<file path="src/rtl/cla_seq_arbiter.sv">
// cla_seq_arbiter: two-requester arbiter in front of a single 16-bit carry
// lookahead adder. A granted request is added one 16-bit word per cycle
// (1..4 words), and the result is held on rsp_* until the consumer accepts it.
// Optional feature macro: CLA_SEQ_SUB_EN adds reqN_sub ports. With sub=1 the
// block computes X-Y as X+~Y with an initial carry of 1.

// 16-bit adder built from four 4-bit lookahead groups and a second-level
// lookahead across the groups.
module cla_16bits (
  input  logic [15:0] x,
  input  logic [15:0] y,
  input  logic        c_in,
  output logic [15:0] s,
  output logic        c_out
);

  logic [15:0] w_g;
  logic [15:0] w_p;
  logic [15:0] w_c;
  logic [3:0]  w_gg;
  logic [3:0]  w_gp;
  logic [4:0]  w_gc;

  assign w_g = x & y;
  assign w_p = x ^ y;

  // Group generate/propagate for each 4-bit block
  always_comb begin
    for (int k = 0; k < 4; k++) begin
      w_gp[k] = &w_p[4*k +: 4];
      w_gg[k] = w_g[4*k+3]
              | (w_p[4*k+3] & w_g[4*k+2])
              | (w_p[4*k+3] & w_p[4*k+2] & w_g[4*k+1])
              | ((&w_p[4*k+1 +: 3]) & w_g[4*k]);
    end
  end

  // Group carries, fully expanded so no carry ripples between groups
  assign w_gc[0] = c_in;
  assign w_gc[1] = w_gg[0] | (w_gp[0] & c_in);
  assign w_gc[2] = w_gg[1] | (w_gp[1] & w_gg[0]) | (w_gp[1] & w_gp[0] & c_in);
  assign w_gc[3] = w_gg[2] | (w_gp[2] & w_gg[1]) | (w_gp[2] & w_gp[1] & w_gg[0])
                 | (w_gp[2] & w_gp[1] & w_gp[0] & c_in);
  assign w_gc[4] = w_gg[3] | (w_gp[3] & w_gg[2]) | (w_gp[3] & w_gp[2] & w_gg[1])
                 | (w_gp[3] & w_gp[2] & w_gp[1] & w_gg[0]) | ((&w_gp) & c_in);

  // Bit carries inside each group, expanded from that group's carry-in
  always_comb begin
    for (int k = 0; k < 4; k++) begin
      w_c[4*k]   = w_gc[k];
      w_c[4*k+1] = w_g[4*k] | (w_p[4*k] & w_gc[k]);
      w_c[4*k+2] = w_g[4*k+1] | (w_p[4*k+1] & w_g[4*k])
                 | (w_p[4*k+1] & w_p[4*k] & w_gc[k]);
      w_c[4*k+3] = w_g[4*k+2] | (w_p[4*k+2] & w_g[4*k+1])
                 | (w_p[4*k+2] & w_p[4*k+1] & w_g[4*k])
                 | (w_p[4*k+2] & w_p[4*k+1] & w_p[4*k] & w_gc[k]);
    end
  end

  assign s     = w_p ^ w_c;
  assign c_out = w_gc[4];

endmodule

module cla_seq_arbiter (
  input  logic        clk,
  input  logic        rst_n,
  input  logic        req0_valid,
  output logic        req0_ready,
  input  logic [1:0]  req0_len,
  input  logic [63:0] req0_x,
  input  logic [63:0] req0_y,
`ifdef CLA_SEQ_SUB_EN
  input  logic        req0_sub,
`endif
  input  logic        req1_valid,
  output logic        req1_ready,
  input  logic [1:0]  req1_len,
  input  logic [63:0] req1_x,
  input  logic [63:0] req1_y,
`ifdef CLA_SEQ_SUB_EN
  input  logic        req1_sub,
`endif
  output logic        rsp_valid,
  input  logic        rsp_ready,
  output logic        rsp_id,
  output logic [63:0] rsp_sum,
  output logic        rsp_cout
);

  typedef enum logic [1:0] {
    S_IDLE = 2'd0,
    S_ADD  = 2'd1,
    S_DONE = 2'd2
  } state_t;

  // Control state
  state_t      r_state;
  logic        r_ptr;
  logic        r_carry;
  logic [1:0]  r_idx;

  // Latched request and working result
  logic [63:0] r_x;
  logic [63:0] r_y;
  logic [63:0] r_res;
  logic [1:0]  r_len;
  logic        r_id;
  logic        r_sub;

  // Registered response
  logic        r_rsp_valid;
  logic        r_rsp_id;
  logic        r_rsp_cout;
  logic [63:0] r_rsp_sum;

  logic        w_grant0;
  logic        w_grant1;
  logic        w_accept;
  logic        w_req0_sub;
  logic        w_req1_sub;
  logic        w_sel_sub;
  logic [1:0]  w_sel_len;
  logic [63:0] w_sel_x;
  logic [63:0] w_sel_y;
  logic [5:0]  w_bit;
  logic [15:0] w_ax;
  logic [15:0] w_ay;
  logic [15:0] w_s;
  logic        w_cout;

`ifdef CLA_SEQ_SUB_EN
  assign w_req0_sub = req0_sub;
  assign w_req1_sub = req1_sub;
`else
  assign w_req0_sub = 1'b0;
  assign w_req1_sub = 1'b0;
`endif

  // A lone valid request wins outright; a tie goes to the pointer holder.
  assign w_grant0   = req0_valid & (~req1_valid | ~r_ptr);
  assign w_grant1   = req1_valid & (~req0_valid |  r_ptr);
  assign req0_ready = (r_state == S_IDLE) & w_grant0;
  assign req1_ready = (r_state == S_IDLE) & w_grant1;
  assign w_accept   = req0_ready | req1_ready;

  assign w_sel_x    = w_grant1 ? req1_x     : req0_x;
  assign w_sel_y    = w_grant1 ? req1_y     : req0_y;
  assign w_sel_len  = w_grant1 ? req1_len   : req0_len;
  assign w_sel_sub  = w_grant1 ? w_req1_sub : w_req0_sub;

  // Current word of the latched operands; Y is inverted for subtraction.
  assign w_bit = {r_idx, 4'b0000};
  assign w_ax  = r_x[w_bit +: 16];
  assign w_ay  = r_y[w_bit +: 16] ^ {16{r_sub}};

  cla_16bits u_cla (
    .x     (w_ax),
    .y     (w_ay),
    .c_in  (r_carry),
    .s     (w_s),
    .c_out (w_cout)
  );

  // Capture the granted request and accumulate result words during ADD
  // NOTE: these registers are always rewritten before they are read, so they
  // carry no reset; the reset-visible state lives in the control block below.
  always_ff @(posedge clk) begin
    if (w_accept) begin
      r_x   <= w_sel_x;
      r_y   <= w_sel_y;
      r_len <= w_sel_len;
      r_id  <= w_grant1;
      r_sub <= w_sel_sub;
      r_res <= '0;
    end else if (r_state == S_ADD) begin
      r_res[w_bit +: 16] <= w_s;
    end
  end

  // Sequencing FSM: accept, add word by word, then publish and hold the result
  // NOTE: every register here is assigned with <= so all of them see the
  // pre-edge values of each other, regardless of statement order.
  always_ff @(posedge clk or negedge rst_n) begin
    if (!rst_n) begin
      r_state     <= S_IDLE;
      r_ptr       <= 1'b0;
      r_carry     <= 1'b0;
      r_idx       <= 2'd0;
      r_rsp_valid <= 1'b0;
      r_rsp_id    <= 1'b0;
      r_rsp_sum   <= '0;
      r_rsp_cout  <= 1'b0;
    end else begin
      case (r_state)
        S_IDLE: begin
          if (w_accept) begin
            r_state <= S_ADD;
            r_idx   <= 2'd0;
            r_carry <= w_sel_sub;
          end
        end
        S_ADD: begin
          r_carry <= w_cout;
          if (r_idx == r_len) begin
            // Last word: stop here so the 2-bit index never wraps.
            r_state <= S_DONE;
            r_idx   <= 2'd0;
          end else begin
            r_idx <= r_idx + 2'd1;
          end
        end
        S_DONE: begin
          if (!r_rsp_valid) begin
            // r_carry now holds the carry out of the last word only.
            r_rsp_valid <= 1'b1;
            r_rsp_id    <= r_id;
            r_rsp_sum   <= r_res;
            r_rsp_cout  <= r_carry;
          end else if (rsp_ready) begin
            r_rsp_valid <= 1'b0;
            r_ptr       <= ~r_rsp_id;
            r_state     <= S_IDLE;
          end
        end
        default: r_state <= S_IDLE;
      endcase
    end
  end

  assign rsp_valid = r_rsp_valid;
  assign rsp_id    = r_rsp_id;
  assign rsp_sum   = r_rsp_sum;
  assign rsp_cout  = r_rsp_cout;

endmodule

</file>
<file path="config.mk">
export PLATFORM = sky130hd
export DESIGN_NAME = cla_seq_arbiter
export DESIGN_NICKNAME = d
export VERILOG_FILES = /design/src/rtl/cla_seq_arbiter.sv
export SDC_FILE = /design/constraint.sdc
export NUM_CORES = 1
export LEC_CHECK = 0
export CAP_MARGIN = 40
export CORE_MARGIN = 1.5
export CORE_UTILIZATION = 52
export CTS_CLUSTER_SIZE = 12
export DETAILED_ROUTE_END_ITERATION = 6
export PLACE_DENSITY = 0.86
export SYNTH_ARGS = -nofsm -noshare
export SYNTH_HDL_FRONTEND = slang
export SYNTH_SLANG_ARGS = --single-unit
</file>
<file path="constraint.sdc">
create_clock -name clk -period 10.5 [get_ports clk]
set_input_delay 3.15 -clock clk [delete_from_list [all_inputs] [get_ports clk]]
set_output_delay 3.15 -clock clk [all_outputs]
set_load 0.005 [all_outputs]
</file>
# == Yosys cells after proc, flatten, opt, wreduce, memory -nomap -nowiden ==
# Cells that the tools add are included.
# op_classes
shift,4
add_sub_neg,2
mux,16
n_eq_ne,7
n_reduce_logical,15
n_bitwise,128
# op_table
cell,count
two-way mux 64 bit,2
indexed part select 64 x 7 -> 16 bit,2
bitwise AND 1 bit,71
bitwise mux 64 bit,1
"variable shift 16 x 8 -> 64 bit, first input constant",1
indexed part select 16 x 8 -> 64 bit,1
bitwise OR 1 bit,49
bitwise XOR 16 bit,2
AND reduction 4 bit,5
bitwise AND 16 bit,1
AND reduction 16 bit,1
AND reduction 3 bit,5
two-way mux 2 bit,7
negation 6 -> 8 bit,1
"inequality test 2 bit, second input constant",3
case mux 2 bit (3 select lines),1
NOT 1 bit,5
case mux 2 bit (2 select lines),1
AND reduction 2 bit,2
two-way mux 1 bit,3
"adder 2 x 1 -> 2 bit, second input constant",1
"== test 2 x 1 -> 1 bit, second input constant",1
== test 2 bit,1
"== test 2 bit, second input constant",1
4 further kinds,4
# word_totals
out_inout_bits,69
reg_bits,268
in_bits,265
elab_cells,185

# == Logic depth before layout (Yosys ltp) ==
# Gate-level depths: netlist (run 1).
# depth
depth_word,15
depth_mapped,12
mapped_depth_nobuf,10

# == Cells and area by module ==
# From an unflattened synthesis (run 1), not the netlist that was laid out.
# hier_totals
cells_unflattened,745
hier_area_um2,11977.7
# modules_own_cells
mod,cells_each,seq_area_each_um2,area_each_um2,n_inst
cla_seq_arbiter,652,7041.8,11224.5,1
cla_16bits,93,0.0,753.2,1

# == Least setup slack after synthesis (run 1) ==
# Ideal clock, no wire load.
# synth_timing
kind,input to register
from,in req0_valid
to,reg r_id (enable)
t_arrival_ps,7130
setup_time_ps,547
setup_slack_ps,2823
path_buffers,1
required_ps,9953
cell_stages,3
cell_sequence,o21ai_0 -> clkinv_1 -> clkbuf_1
# synth_between
elab_chain_cells,5
elab_cells_between_ends,7
classes_between,bitwise (7)
# synth_lines
item,line_no,text
"start, declared",68,"input logic req0_valid,"
NOT 1 bit,142,assign w_grant1 = req1_valid & (~req0_valid | r_ptr);
bitwise OR 1 bit,142,
bitwise AND 1 bit,142,
bitwise AND 1 bit,144,assign req1_ready = (r_state == S_IDLE) & w_grant1;
bitwise OR 1 bit *,145,assign w_accept = req0_ready | req1_ready;
net w_accept,119,logic w_accept;
"end signal, assigned",173,r_id <= w_grant1;
"end, declared",108,logic r_id;
# Mark *: on every way through the listed nets, which the timed path passes. The rest lies on a longest branch.
# A chain may end at the register's enable or synchronous reset.

# == Worst setup path in the final report (run 1) ==
# layout_timing
from,in req0_valid
to,out req1_ready
# layout_between
elab_chain_cells,4
# layout_lines
item,line_no,text
NOT 1 bit,142,
bitwise OR 1 bit,142,
bitwise AND 1 bit,142,
bitwise AND 1 bit,144,
"end, declared",77,"output logic req1_ready,"
# Every way passes these cells.

==> results of run 1 <==
-- cells by family (layout without fill, tap and decap cells) --
| group | count (synthesis) | in the layout |
|---|---|---|
| buffers and inverters | 68 | 407 |
| and+or+nand+nor | 504 | 504 |
| xor gates and xnor gates | 10 | 10 |
| adders and majority gates | 25 | 25 |
| other | 0 | 3 |
| muxes | 98 | 98 |
| DFF | 268 | 268 |
| AOI/OAI and AO/OA | 105 | 105 |
-- synth_stat cells, types with 3 or more instances --
cell type / n / share of area (%)
a211oi_1: 6 / 0.38
a21o_1: 7 / 0.44
a21oi_1: 9 / 0.38
a22oi_1: 44 / 2.8
a2bb2oi_1: 3 / 0.22
a32o_1: 11 / 0.92
buf_1: 4 / 0.13
buf_2: 13 / 0.54
clkbuf_1: 43 / 1.3
dfrtp_1: 73 / 15
dfxtp_1: 64 / 11
edfxtp_1: 131 / 33
fa_1: 4 / 0.67
ha_1: 21 / 2.2
inv_1: 6 / 0.19
mux2_2: 66 / 6.2
mux4_2: 32 / 6.0
nand2_1: 406 / 13
nand3_1: 13 / 0.54
nand4_1: 5 / 0.26
nor2_1: 65 / 2.0
nor2b_1: 3 / 0.16
o21ai_0: 13 / 0.54
o21ai_1: 3 / 0.13
xnor2_1: 5 / 0.37
xor2_1: 5 / 0.37
-- final timing paths --
kind	start	end	slack [ns]	cells after the start
max	req0_valid	req1_ready	2.73	5
min	r_res[7]$_SDFFE_PP0P_	r_res[7]$_SDFFE_PP0P_	0.49	2
max reg2reg	r_idx[0]$_DFFE_PN0P_	r_res[57]$_SDFFE_PP0P_	6.19	10
min reg2reg	r_res[7]$_SDFFE_PP0P_	r_res[7]$_SDFFE_PP0P_	0.49	2
max in group asynchronous	rst_n	rsp_sum[3]$_DFFE_PN0P_	7.30	3
min in group asynchronous	rst_n	rsp_sum[38]$_DFFE_PN0P_	2.64	2
-- layout make-up --
cell class | count | area (um2)
Inverter | 8 | 37.54
Antenna cell | 3 | 7.507
Fill cell | 1540 | 6215
Clock buffer | 46 | 777.0
Clock inverter | 4 | 23.77
Sequential cell | 268 | 7044
Timing Repair Buffer | 349 | 3510
Multi-Input combinational cell | 742 | 4669
Tap cell | 285 | 356.6
-- power by group through the flow --
stage	Combinational [mW]	Sequential [mW]	Clock, mW
final	1.95	1.56	0.879
after global routing	2.08	1.58	0.932
after floorplan	1.15	1.55	0
after detailed placement	1.93	1.57	0
after CTS	1.94	1.56	0.885
after global placement	1.86	1.56	0
-- through the flow --
stage | utilization (%) | setup WS [ns] | cell area, um2 | hold WS, ns | instances
detailed placement | 68.98 | 2.748 | 15620 | 0.4748 | 1652
global route | 72.55 | 2.670 | 16430 | 0.5032 | 1705
CTS | 72.52 | 2.736 | 16420 | 0.4866 | 1702
floorplan | - | 2.823 | 11960 | 0.4381 | 1078
global placement | 68.48 | 2.769 | 15500 | 0.4554 | 1645
finish | 72.55 | 2.734 | 16430 | 0.4890 | 1705
-- worst max-delay path, stage by stage --
cell	delay [ns]
clkdlybuf4s50_1	0.51
inv_1	0.09
o21ai_4	0.33
nor3_1	0.08
clkdlybuf4s50_1	0.45
-- registers in the layout (all words and copies together), names as in the netlist --
signal	cells
rsp_sum	64
r_y	64
r_id	1
rsp_cout	1
r_x	64
r_len	2
rsp_valid	1
r_carry	1
r_state	2
rsp_id	1
r_res	64
r_ptr	1
r_idx	2
-- cells in the final DEF (no fill, tap or decap), types with 7 or more instances in the layout --
| master | synthesis | layout |
|---|---|---|
| o21ai_0 | 13 | 12 |
| mux2_2 | 66 | 66 |
| a21oi_1 | 9 | 9 |
| nand2_1 | 406 | 406 |
| ha_1 | 21 | 21 |
| a22oi_1 | 44 | 44 |
| a21o_1 | 7 | 7 |
| dfrtp_1 | 73 | 71 |
| a32o_1 | 11 | 11 |
| clkdlybuf4s50_1 | 0 | 332 |
| nand3_1 | 13 | 13 |
| dfxtp_1 | 64 | 64 |
| mux4_2 | 32 | 32 |
| clkbuf_16 | 0 | 27 |
| nor2_1 | 65 | 65 |
| buf_4 | 0 | 11 |
| clkbuf_1 | 43 | 16 |
| edfxtp_1 | 131 | 131 |
-- per-layer routing --
metal / track usage [%] / vias to the layer above
met3: 4.595 / 72
met5: 0 / -
met2: 48.35 / 402
met1: 33.52 / 4464
li1: - / 4400
met4: 10.81 / 0
==> results_dict.tcl, run 1 <==
set metrics [dict create \
    status "finished, final reports clean" \
    synth_fa_ha_area_share_pct 2.866 \
    min_period_ns 7.766 \
    max_freq_ghz 0.1288 \
    synth_top_family_by_area "simple AND/OR/NAND/NOR gates" \
    synth-seq-cells 268 \
    globalplace.congestion 0.8547 \
    worst_pin_slew_ns 0.9361 \
    grt_max_degree 105 \
    switching_share_pct 38.68 \
    power_density_nw_per_um2 267.1 \
    vias 9338 \
    place_hpwl_mm 23.98 \
    hold_path.class "register to register" \
    vias_per_cell 5.477 \
    start_util_pct 52.84 \
    synth_simple_gate_area_share_pct 16.53 \
    fp.dieW_um 154.7 \
    clock_path_buffers 3 \
    wl_mm 32.75 \
    grt_pass1_wl_mm 50.08 \
    arrival_ns 4.62 \
    final_net_count 1686 \
    root_buffer "clkbuf_16" \
    leakage_nw 6.882 \
    wl_met2_mm 16.92 \
    rsz0062_at_grt "false" \
    highest_layer "met4" \
    synth-edff-count 131 \
    first_global_vias 9457 \
    clock_latency_ns 0.53 \
    drv_cap 0 \
    async_reset_ff_share_pct 27.24 \
    syn_inst 1078 \
    seq_area_frac_synth_pct 58.86 \
    cts_buffers 27 \
    rows 55 \
    synth_xor_area_share_pct 0.7321 \
    area_growth_syn_to_layout_pct 37.29 \
    io_buffers 333 \
    drtAntennaViolNets 0 \
    path_clk_slew_ns 0.06 \
    die_h_um 154.7 \
    gr-total-overflow 0 \
    power_frac_seq_pct 35.5 \
    criticalPathCategory "input pin to output port" \
    postCtsSetupRepairBufs 0 \
    slew_viol_final 0 \
    track_usage_pct 27.35 \
    relSlewSlack_pct 37.38 \
    muxShareOfSynthArea_pct 12.24 \
    post_cts_resized 0 \
    tns_ns 0 \
    final.period_utilization_pct 73.96 \
    wl_per_cell_um 19.21 \
    clkPwrFrac_pct 20.0 \
    start_kind "input pin" \
    intPower_mw 2.691 \
    critPathMaxFanout 9 \
    core_area_um2 22640 \
    peakVddDrop_mv 0.2450 \
    total_power_mw 4.388 \
    drcViolationCount 0 \
    skew_ns 0.01157 \
    die_area_um2 23930 \
    ioPinCount 334 \
    required_ns 7.35 \
    drive_gt1_share_pct 11.36 \
    antenna_found_initial 3 \
    first_pass_iters 4 \
    h-tree-depth 1 \
    final-setup-viol-count 0 \
    hold_viol_final 0 \
    drt-met1-wl_mm 12.53 \
    syn_nets 1368 \
    tritoncts "yes" \
    postCtsHoldBufs 0 \
    synth.cell_area_um2 11960 \
    cts.sinks 268 \
    synth_compound_area_share_pct 6.505 \
    yosysUniqueCellTypes 43 \
    route.met3.wl_mm 2.083 \
    avgSynthCellArea_um2 11.10 \
    switching_power_mw 1.697 \
    ys.flop_type "edfxtp_1" \
    power_frac_comb_pct 44.5 \
    drt-initial-drc-count 529 \
    end_kind "output port" \
    ys_warn_count 0 \
]
(Power assumes the default switching activity.)
==> run 2, diff against run 1 <==
--- a/config.mk
+++ b/config.mk
@@ -7,10 +7,10 @@
 export LEC_CHECK = 0
 export CAP_MARGIN = 40
 export CORE_MARGIN = 1.5
-export CORE_UTILIZATION = 52
+export CORE_UTILIZATION = 48
 export CTS_CLUSTER_SIZE = 12
 export DETAILED_ROUTE_END_ITERATION = 6
-export PLACE_DENSITY = 0.86
+export PLACE_DENSITY = 0.8
 export SYNTH_ARGS = -nofsm -noshare
 export SYNTH_HDL_FRONTEND = slang
 export SYNTH_SLANG_ARGS = --single-unit
==> constraint.sdc (replaced) <==
create_clock -name clk -period 8 [get_ports clk]
set_input_delay 2.4 -clock clk [delete_from_list [all_inputs] [get_ports clk]]
set_output_delay 2.4 -clock clk [all_outputs]
set_load 0.005 [all_outputs]
==> run 2 against run 1 <==
Effect of this change:
- register-to-register slack worse by 2.6 ns
- largest cell class unchanged
- via count is 2.3% lower
- setup slack worse by 0.87 ns
==> results_dict.tcl, run 2 (synthesis results as in run 1) <==
set metrics [dict create \
    critPathMaxFanout 3 \
    cts_buffers 27 \
    min_period_ns 6.135 \
    wl_met2_mm 16.09 \
    status "finished, final reports clean" \
    rows 57 \
    slowest_stage "clkdlybuf4s50_1" \
    drive_gt1_share_pct 11.21 \
    fp.dieW_um 160.9 \
    first_global_vias 9092 \
    root_buffer "clkbuf_16" \
    gr-total-overflow 0 \
    start_util_pct 49.05 \
    arrival_ns 3.74 \
    crit_path_cell_trace "clkdlybuf4s50_1 > inv_1 > o21ai_4 > nor3_1 > clkdlybuf4s50_1" \
    power_density_nw_per_um2 348.2 \
    tns_ns 0 \
    clock_latency_ns 0.54 \
    highest_layer "met4" \
    wl_per_cell_um 18.16 \
    final_net_count 1685 \
    cpLargestDelayFamily "buffers and inverters" \
    antenna_cells 0 \
    critPathBufInv 3 \
    grt_max_degree 95 \
    postCtsSetupRepairBufs 0 \
    start_kind "input pin" \
    final.period_utilization_pct 76.69 \
    whs_path_depth 1 \
    hold_path.class "register to register" \
    post_cts_resized 0 \
    leakage_nw 6.887 \
    postCtsHoldBufs 0 \
    slew_viol_final 0 \
    holdPathEnd "rsp_id$_DFFE_PN0P_" \
    final-setup-viol-count 0 \
    utilization_pct 67.59 \
    cp_common_cell "clkdlybuf4s50_1" \
    antenna_found_initial 0 \
    place_hpwl_mm 23.28 \
    r2r_end "r_res[29]$_SDFFE_PP0P_" \
    total_power_mw 5.741 \
    cts.sinks 268 \
    vias 9119 \
    route.met3.wl_mm 1.864 \
    end_kind "output port" \
    tritoncts "yes" \
    ioPinCount 334 \
    h-tree-depth 1 \
    io_buffers 333 \
    rsz0062_at_grt "false" \
    worst_pin_slew_ns 0.9290 \
    vias_per_cell 5.259 \
    die_h_um 160.9 \
    area_growth_syn_to_layout_pct 37.80 \
    drcViolationCount 0 \
    drv_cap 0 \
    grt_pass1_wl_mm 48.98 \
    criticalPathCategory "input pin to output port" \
    mostFrequentLayoutCells "nand2_1, clkdlybuf4s50_1, edfxtp_1" \
    max_freq_ghz 0.1630 \
    track_usage_pct 24.41 \
    crit_start "req0_valid" \
    rrSetupSlack_ns 3.64 \
    clock_path_buffers 3 \
    required_ns 5.60 \
    hold_path_startpoint "r_id$_DFFE_PP_" \
    path_clk_slew_ns 0.06 \
    drt-initial-drc-count 513 \
    final_common_cell "nand2_1" \
    drt-met1-wl_mm 12.33 \
    drtAntennaViolNets 0 \
    die_area_um2 25880 \
    reg2reg_depth 11 \
    core_area_um2 24390 \
    wl_mm 31.49 \
    peakVddDrop_mv 0.2648 \
    skew_ns 0.02276 \
    timing.rr.start "r_idx[0]$_DFFE_PN0P_" \
    globalplace.congestion 0.8591 \
    relSlewSlack_pct 37.59 \
    crit_path_max_incr_delay_ns 0.55 \
    hold_viol_final 0 \
    first_pass_iters 5 \
]
-- run 2: cell type report --
cell class	count	area, um2
Inverter	8	37.54
Multi-Input combinational cell	742	4669
Sequential cell	268	7044
Fill cell	1844	7905
Clock inverter	6	81.33
Timing Repair Buffer	348	3521
Clock buffer	38	726.9
Tap cell	324	405.4
-- run 2: how the worst max path moves through the flow --
stage / to / slack, ns / cells after the start
floorplan: r_id$_DFFE_PP_ / 1.07 / 3
global placement: req1_ready / 1.93 / 5
detailed placement: req1_ready / 1.86 / 4
CTS: req1_ready / 1.86 / 5
global route: req1_ready / 1.82 / 5
finish: req1_ready / 1.86 / 5
-- run 2: worst register-to-register path: stages (launching register included) --
cell      delay (ns)
dfrtp_2         0.34
buf_4           0.59
mux4_2          0.70
ha_1            0.35
a211oi_1        0.44
o21ai_1         0.24
nand3_1         0.21
nand2_1         0.14
fa_1            0.45
xor2_1          0.57
a22oi_1         0.16
nor2_1          0.12
-- run 2: metal layers --
layer  vias to the layer above  global-route usage (%)
met5                         -                       0
met4                         0                   8.754
met3                        71                   4.339
met2                       329                   43.10
met1                      4333                   30.01
li1                       4386                       -
-- run 2: power by group --
part           leakage, nW  total, mW  internal, mW  switching (mW)
Clock                0.392       1.17         0.690           0.483
Sequential            2.77       2.04          1.88           0.159
Combinational         3.73       2.53         0.992            1.54
-- run 2: metrics by stage --
step                      cells  hold slack, ns  setup slack, ns  area (um2)
final                      1734          0.4692            1.865       16490
after CTS                  1734          0.4628            1.860       16490
after global routing       1734          0.4901            1.818       16490
after floorplan            1078          0.4381            1.073       11960
after detailed placement   1690          0.4664            1.856       15680
after global placement     1683          0.4522            1.931       15540
==> run 3, diff against run 2 <==
--- a/config.mk
+++ b/config.mk
@@ -7,10 +7,10 @@
 export LEC_CHECK = 0
 export CAP_MARGIN = 40
 export CORE_MARGIN = 1.5
-export CORE_UTILIZATION = 48
+export CORE_UTILIZATION = 44
 export CTS_CLUSTER_SIZE = 12
 export DETAILED_ROUTE_END_ITERATION = 6
-export PLACE_DENSITY = 0.8
+export PLACE_DENSITY = 0.77
 export SYNTH_ARGS = -nofsm -noshare
 export SYNTH_HDL_FRONTEND = slang
 export SYNTH_SLANG_ARGS = --single-unit
==> constraint.sdc (replaced) <==
create_clock -name clk -period 5.29 [get_ports clk]
set_input_delay 1.587 -clock clk [delete_from_list [all_inputs] [get_ports clk]]
set_output_delay 1.587 -clock clk [all_outputs]
set_load 0.005 [all_outputs]
==> run 3 against run 2 <==
Effect of this change:
- clock-buffer cell count rose by 10
- via count is 1.4% higher
- clock skew fell by 0.011 ns
- critical endpoint unchanged
- combinational power grew 53%
- critical path type unchanged
- core utilization down 5.5 points
- worst hold slack barely moved
- register-to-register slack got worse by 2.4 ns
==> results_dict.tcl, run 3 (synthesis results as in run 1) <==
set metrics [dict create \
    status "finished, final reports clean" \
    max_freq_ghz 0.2143 \
    hold_viol_final 0 \
    place_hpwl_mm 24.07 \
    post_cts_resized 0 \
    h-tree-depth 1 \
    io_buffers 333 \
    wl_mm 32.54 \
    tritoncts "yes" \
    cpLargestDelayFamily "buffers and inverters" \
    drive_gt1_share_pct 11.82 \
    die_h_um 167.9 \
    path_clk_slew_ns 0.06 \
    cp_common_cell "clkdlybuf4s50_1" \
    clock_path_buffers 3 \
    criticalPathCategory "input pin to output port" \
    fp.dieW_um 167.9 \
    start_util_pct 44.64 \
    peakVddDrop_mv 0.4327 \
    first_global_vias 9070 \
    final-setup-viol-count 0 \
    final.period_utilization_pct 88.22 \
    end_kind "output port" \
    core_area_um2 26800 \
    gr-total-overflow 0 \
    slew_viol_final 0 \
    grt_max_degree 91 \
    crit_path_max_incr_delay_ns 0.57 \
    slowest_stage "clkdlybuf4s50_1" \
    stdcell_area_um2 16640 \
    cts.sinks 268 \
    grt_pass1_wl_mm 49.83 \
    globalplace.congestion 0.7887 \
    antenna_cells 0 \
    drv_cap 0 \
    final_net_count 1689 \
    postCtsSetupRepairBufs 0 \
    worst_pin_slew_ns 0.8285 \
    skew_ns 0.01140 \
    postCtsHoldBufs 0 \
    relSlewSlack_pct 44.58 \
    rsz0062_at_grt "false" \
    mostFrequentLayoutCells "nand2_1, clkdlybuf4s50_1, edfxtp_1" \
    drtAntennaViolNets 0 \
    power_density_nw_per_um2 535.8 \
    die_area_um2 28190 \
    rows 60 \
    vias_per_cell 5.246 \
    hold_path.class "register to register" \
    drt-initial-drc-count 655 \
    required_ns 3.70 \
    clock_latency_ns 0.54 \
    cts_buffers 28 \
    final_common_cell "nand2_1" \
    ioPinCount 334 \
    leakage_nw 6.955 \
    min_period_ns 4.667 \
    vias 9244 \
    track_usage_pct 22.98 \
    start_kind "input pin" \
    critPathBufInv 2 \
    antenna_found_initial 0 \
    crit_path_cell_trace "clkdlybuf4s50_1 > o21ai_4 > nor3_1 > clkdlybuf4s50_1" \
    critPathMaxFanout 3 \
    drcViolationCount 0 \
    wl_per_cell_um 18.46 \
    tns_ns 0 \
    root_buffer "clkbuf_16" \
    arrival_ns 3.08 \
    area_growth_syn_to_layout_pct 39.05 \
    first_pass_iters 5 \
    placed_area_um2 15710 \
]
-- run 3: cell types whose count changed in the layout (fill, tap and decap cells not counted) --
cell / previous run / this run
clkbuf_8: 1 / 6
buf_12: 0 / 4
buf_16: 4 / 1
clkbuf_1: 10 / 13
clkbuf_16: 27 / 29
clkinv_1: 2 / 0
buf_2: 1 / 2
buf_4: 11 / 12
clkinv_2: 1 / 2
inv_6: 2 / 1
-- run 3: area by class of cell --
type	instances	area [um2]
clock buffers	48	857.1
repair buffers	351	3531
fillers	2097	10160
multi-input cells	742	4669
clock inverters	4	70.07
inverters	8	37.54
well taps	341	426.7
flip-flops and latches	268	7044
-- run 3: report_power, final --
group / internal, mW / switching [mW]
sequential: 2.84 / 0.246
combinational: 1.52 / 2.35
clock: 1.19 / 0.770
-- run 3: worst reg2reg max path: cells and delay by family (launching register included) --
| family | cells | cell delay (ns) |
|---|---|---|
| buf+inv | 1 | 0.28 |
| xor+xnor | 1 | 0.66 |
| mux | 1 | 0.65 |
| compound gates | 3 | 0.79 |
| flops | 1 | 0.37 |
| simple gates | 3 | 0.43 |
| fa+ha+maj | 2 | 0.79 |
-- run 3: metal layers --
layer	GRT usage, %	vias to the layer above	routed length, um	share of wire, %
met5	0	-	0	0
met4	7.129	0	961	3.0
met3	4.748	58	2309	7.1
met2	39.95	358	16410	50
met1	28.88	4418	12850	40
li1	-	4410	-	-
-- run 3: path summary, 6_finish.rpt --
check,slack [ns],depth (start not counted),start,end
max reg2reg,1.26,11,r_idx[0]$_DFFE_PN0P_,r_res[13]$_SDFFE_PP0P_
max,0.62,4,req1_valid,req1_ready
max in group asynchronous,3.58,2,rst_n,rsp_sum[4]$_DFFE_PN0P_
min reg2reg,0.47,1,r_id$_DFFE_PP_,rsp_id$_DFFE_PN0P_
min in group asynchronous,0.92,1,rst_n,rsp_sum[47]$_DFFE_PN0P_
min,0.47,1,r_id$_DFFE_PP_,rsp_id$_DFFE_PN0P_
-- run 3: metrics by stage --
stage          instances  total power [mW]  hold WS [ns]  util (%)  setup WS, ns
6_report            1762             8.914        0.4695     62.07        0.6232
5_1_grt             1762             9.364        0.4919     62.07        0.5555
4_1_cts             1762             8.957        0.4822     62.07        0.5821
3_5_place_dp        1710             6.995        0.4678     58.61        0.6047
3_3_place_gp        1704             6.862        0.4543     58.33        0.5845
2_1_floorplan       1078             5.327        0.4381         -         1.233
